## src/rtl/uart_rx.sv

```systemverilog
// 8N1 UART receiver: two-flop line synchroniser, mid-bit sampling, one-cycle
// valid_o / frame_err_o strobes, and a break-safe wait for the line to recover.
`timescale 1ns/1ps
module uart_rx #(
  parameter logic [15:0] BAUD_CNT_MAX = 16'd5208,
  parameter logic [15:0] HALF_CNT     = BAUD_CNT_MAX / 16'd2
) (
  input  logic       clk,
  input  logic       rst,
  input  logic       Rx_i,
  output logic [7:0] data_o,
  output logic       valid_o,
  output logic       frame_err_o,
  output logic       busy_o
);

  typedef enum logic [2:0] {
    S_IDLE,
    S_START,
    S_DATA,
    S_STOP,
    S_WAIT_IDLE
  } state_t;

  state_t      r_state;
  logic        r_sync1;
  logic        r_rx_s;
  logic        r_rx_d;
  logic [15:0] r_baud_cnt;
  logic [2:0]  r_bit_idx;
  logic [7:0]  r_shift;
  logic [7:0]  r_data;
  logic        r_valid;
  logic        r_frame_err;

  logic w_fe;
  logic w_half;
  logic w_bit_end;

  assign w_fe      = r_rx_d & ~r_rx_s;
  assign w_half    = (r_baud_cnt == HALF_CNT);
  assign w_bit_end = (r_baud_cnt == BAUD_CNT_MAX);

  // Synchroniser and edge-detect flops reset high so an idle line never looks like a start edge.
  always_ff @(posedge clk or negedge rst) begin
    if (!rst) begin
      r_sync1 <= 1'b1;
      r_rx_s  <= 1'b1;
      r_rx_d  <= 1'b1;
    end else begin
      r_sync1 <= Rx_i;
      r_rx_s  <= r_sync1;
      r_rx_d  <= r_rx_s;
    end
  end

  always_ff @(posedge clk or negedge rst) begin
    if (!rst) begin
      r_state     <= S_IDLE;
      r_baud_cnt  <= 16'd0;
      r_bit_idx   <= 3'd0;
      r_shift     <= 8'h00;
      r_data      <= 8'h00;
      r_valid     <= 1'b0;
      r_frame_err <= 1'b0;
    end else begin
      r_valid     <= 1'b0;
      r_frame_err <= 1'b0;
      case (r_state)
        S_IDLE: begin
          r_baud_cnt <= 16'd0;
          if (w_fe) begin
            r_state <= S_START;
          end
        end

        S_START: begin
          if (w_half) begin
            r_baud_cnt <= 16'd0;
            r_bit_idx  <= 3'd0;
            // A line already back high at mid-start was a glitch, not a frame.
            r_state    <= r_rx_s ? S_IDLE : S_DATA;
          end else begin
            r_baud_cnt <= r_baud_cnt + 16'd1;
          end
        end

        S_DATA: begin
          if (w_bit_end) begin
            r_shift    <= {r_rx_s, r_shift[7:1]};
            r_baud_cnt <= 16'd0;
            r_bit_idx  <= r_bit_idx + 3'd1;
            if (r_bit_idx == 3'd7) begin
              r_state <= S_STOP;
            end
          end else begin
            r_baud_cnt <= r_baud_cnt + 16'd1;
          end
        end

        S_STOP: begin
          if (w_bit_end) begin
            r_baud_cnt <= 16'd0;
            if (r_rx_s) begin
              r_data  <= r_shift;
              r_valid <= 1'b1;
              r_state <= S_IDLE;
            end else begin
              r_frame_err <= 1'b1;
              r_state     <= S_WAIT_IDLE;
            end
          end else begin
            r_baud_cnt <= r_baud_cnt + 16'd1;
          end
        end

        S_WAIT_IDLE: begin
          // Holding here through a break keeps a long low line to one error pulse.
          r_baud_cnt <= 16'd0;
          if (r_rx_s) begin
            r_state <= S_IDLE;
          end
        end

        default: begin
          r_state    <= S_IDLE;
          r_baud_cnt <= 16'd0;
        end
      endcase
    end
  end

  assign data_o      = r_data;
  assign valid_o     = r_valid;
  assign frame_err_o = r_frame_err;
  assign busy_o      = (r_state != S_IDLE);

endmodule

```

## config.mk

```make
export PLATFORM = sky130hd
export DESIGN_NAME = uart_rx
export DESIGN_NICKNAME = d
export VERILOG_FILES = /design/src/rtl/uart_rx.sv
export SDC_FILE = /design/constraint.sdc
export NUM_CORES = 1
export LEC_CHECK = 0
export BUFFER_PORTS_ARGS = -buffer_cell sky130_fd_sc_hd__buf_2
export CORE_MARGIN = 3
export CORE_UTILIZATION = 53
export CTS_CLUSTER_SIZE = 14
export DETAILED_ROUTE_END_ITERATION = 10
export PLACE_DENSITY_LB_ADDON = 0.2
export SLEW_MARGIN = 20
export SYNTH_ARGS = -nofsm -noshare
export SYNTH_HDL_FRONTEND = slang
export SYNTH_SLANG_ARGS = --single-unit
```

## constraint.sdc

```tcl
create_clock -name clk -period 1.8 [get_ports clk]
set_input_delay 0.18 -clock clk [delete_from_list [all_inputs] [get_ports clk]]
set_output_delay 0.18 -clock clk [all_outputs]
set_load 0.005 [all_outputs]
```

==> flow_metrics.env <==
export IMPL_synth_area_leaders="dfrtp_1 (48%), mux2_2 (10%), dfstp_2 (3.8%)"
export IMPL_vdd_drop_max_mv=0.509
export IMPL_place_congestion=0.853
export IMPL_wl_per_cell_um=15.8
export IMPL_setup_viol=35
export IMPL_hp_start="r_sync1"
export IMPL_final_cell_area_um2=2610
export IMPL_outcome="finished, violations left"
export IMPL_start_util=0.560
export IMPL_hold_path_depth=0
export IMPL_io_buffer_count=13
export IMPL_root_buffer="clkbuf_8"
export IMPL_clock_sinks=43
export IMPL_max_freq_mhz=541
export IMPL_die_h_um=68.9
export IMPL_synthCells=172
export IMPL_pwr_density_cell_nw_per_um2=1070
export IMPL_drt_first_pass_iters=4
export IMPL_antenna_found_initial=0
export IMPL_synth_edff_count=0
export IMPL_path_clk_slew_ps=80
export IMPL_die_w_um=68.9
export IMPL_slew_headroom=0.646
export IMPL_synth_nets=179
export IMPL_hold_viol=0
export IMPL_finalWorstSetupSlack_ps=-49.1
export IMPL_drcViolationCount=0
export IMPL_grt_max_degree=44
export IMPL_core_area_um2=3740
export IMPL_die_area_um2=4740
export IMPL_dpl_cell_area_um2=2360
export IMPL_yosys_area_share_simple=0.208
export IMPL_hold_end="r_rx_s"
export IMPL_synth_top_area_share=0.478
export IMPL_crit_type="flop to flop"
export IMPL_dp_hpwl_mm=2.84
export IMPL_grt_total_usage=0.201
export IMPL_final_common_cell="dfrtp_1"
export IMPL_synth_area_mux_share=0.102
export IMPL_crit_chain="inv_1 > ha_2 > nor4b_4 > nand4_4 > o22ai_2 > mux2_2"
export IMPL_synth_ff_type="dfrtp_1"
export IMPL_hp_class="flop to flop"
export IMPL_cp_start_kind="flop"
export IMPL_routed_wl_mm=4.17
export IMPL_cpMaxStageDelayCell="dfrtp_1"
export IMPL_finalClockSkew_ps=3.57
export IMPL_worstPathArrival_ps=2040
export IMPL_yosys_area_share_xor_xnor=0.0501
export IMPL_r2r_start="r_baud_cnt[0]"
export IMPL_finalCritPeriodShare=1.03
export IMPL_synth_compound_area_frac=0.0639
export IMPL_rows=22
export IMPL_critical_path_required_ps=1990
export IMPL_finalMaxSlewViolations=0
export IMPL_insertion_delay_ps=300
export IMPL_ys_seq_area_frac=0.515
export IMPL_cp_end_kind="flop"
export IMPL_cp_top_family="simple AND/OR/NAND/NOR gates"
export IMPL_reg2regPathDepth=6
export IMPL_drive_gt1_frac=0.403
export IMPL_cts_buffer_depth=2
export IMPL_worst_path_max_fanout=7
export IMPL_vias_per_cell=5.60
export IMPL_tightest_slew_ps=530
export IMPL_n_antenna_cell=0
export IMPL_synth_warnings=0
export IMPL_yosysTopAreaCell="dfrtp_1"
export IMPL_critPathBufInv=1
export IMPL_layout_common_cells="dfrtp_1 (40), buf_4 (25), nor2_1 (18)"
export IMPL_pin_count=14
export IMPL_async_flop_share=1.00
export IMPL_avgSynthCellArea_um2=12.2
export IMPL_whs_ps=359
export IMPL_ys_types=47
export IMPL_maxCapViolCount=0
export IMPL_syn_cell_area_um2=2100
export IMPL_ant_nets=0
export IMPL_numCtsBuffers=5
export IMPL_h_tree_depth=2
export IMPL_violations="setup timing"
export IMPL_period_needed_ps=1850
export IMPL_critPathMaxStageDelay_ps=400
export IMPL_synth_top_family_by_area="simple AND/OR/NAND/NOR gates"
export IMPL_rsz0062_at_grt="true"
export IMPL_vias=1479
export IMPL_drtIter0Drc=57
export IMPL_syn_to_final_growth_pct=24.7
export IMPL_p_leak_nw=1.24
export IMPL_grt_pass1_vias=1415
export IMPL_synth_fa_ha_area_frac=0.0239
export IMPL_reg2reg_to="r_bit_idx[0]"
export IMPL_r2r_setup_slack_ps=-50
export IMPL_layout_nets=222
export IMPL_ys_ff_latch=43
export IMPL_cts_tree="built"
export IMPL_grt_overflow=0
export IMPL_grt_first_pass_wirelength_mm=6.88
[power by group]
group / internal [mW] / switching, mW
logic: 0.435 / 0.395
clock network: 0.554 / 0.332
registers: 1.02 / 0.0638
total: 2.01 / 0.791
[how the worst max path moves through the flow]
| stage | start | slack, ps | cells after the start | endpoint |
|---|---|---|---|---|
| 2_1_floorplan | r_baud_cnt[0] | -9 | 6 | r_bit_idx[0] |
| 3_3_place_gp | r_baud_cnt[0] | -30 | 6 | r_shift[3] |
| 3_5_place_dp | r_baud_cnt[0] | -90 | 6 | r_shift[0] |
| 4_1_cts | r_baud_cnt[0] | -90 | 7 | r_shift[0] |
| 5_1_grt | r_baud_cnt[0] | -150 | 6 | r_bit_idx[0] |
| 6_report | r_baud_cnt[0] | -50 | 6 | r_bit_idx[0] |
[metal layers]
layer | share of wire | vias up | global-route usage
met5 | 0 | - | 0
met4 | 0.024 | 0 | 0.0876
met3 | 0.038 | 11 | 0.0551
met2 | 0.49 | 32 | 0.312
met1 | 0.45 | 740 | 0.265
li1 | - | 696 | -
[worst register-to-register path, stage by stage (launching register included)]
cell and delay, ps:
dfrtp_1 400, inv_1 70, ha_2 150, nor4b_4 250, nand4_4 250, o22ai_2 260
mux2_2 370
[cell type report]
cell class,count,area [um2]
multi-input combinational,117,997
clock buffer,6,72.6
timing repair buffer,43,324
clock inverter,2,60.1
tap,48,60.1
fill,279,1130
sequential,43,1080
inverter,5,18.8
[cell usage after synthesis (2+ instances only)]
cell,count
dfrtp_1,40
mux2_2,19
nor2_1,18
xnor2_1,8
nand2_1,7
nand3_1,7
inv_1,5
nand4_1,5
a21oi_1,4
ha_1,4
nor3_1,4
xor2_1,4
and3_1,3
buf_6,3
dfstp_2,3
o21ai_0,3
buf_4,2
nor2b_1,2
nor4_1,2
or3_1,2
[cells by family (layout without fill, tap and decap cells)]
| kind of cell | count (synthesis) | after routing |
|---|---|---|
| mux | 19 | 19 |
| compound gates | 16 | 16 |
| fa+ha+maj | 4 | 4 |
| simple gates | 66 | 66 |
| xor+xnor | 12 | 12 |
| flops | 43 | 43 |
| buf+inv | 12 | 56 |
[state kept, by name (all words and copies together), names as in the netlist]
signal       cells
frame_err_o      1
r_shift          8
r_rx_d           1
r_bit_idx        3
r_sync1          1
r_rx_s           1
r_state          3
valid_o          1
r_baud_cnt      16
data_o           8
[what timing repair did]
item                                   4_1_cts  5_1_grt
gates resized for setup                      9        6
hold buffers                                 2        0
endpoints found under the hold margin       41        0
buffers inserted                             2        2
pin swaps                                    4        5
setup endpoints to repair                   36       38
[through the flow]
step / std cells / utilization / setup WS, ps / setup TNS [ps] / power [mW]
2_1_floorplan: 172 / - / -9.47 / -34.7 / 1.58
3_3_place_gp: 250 / 0.629 / -32.8 / -257 / 1.82
3_5_place_dp: 250 / 0.629 / -86.0 / -900 / 1.86
4_1_cts: 262 / 0.686 / -87.9 / -1910 / 2.76
5_1_grt: 264 / 0.698 / -154 / -4670 / 2.94
6_report: 264 / 0.698 / -49.1 / -899 / 2.81
Power figures use the tool's default switching activity.
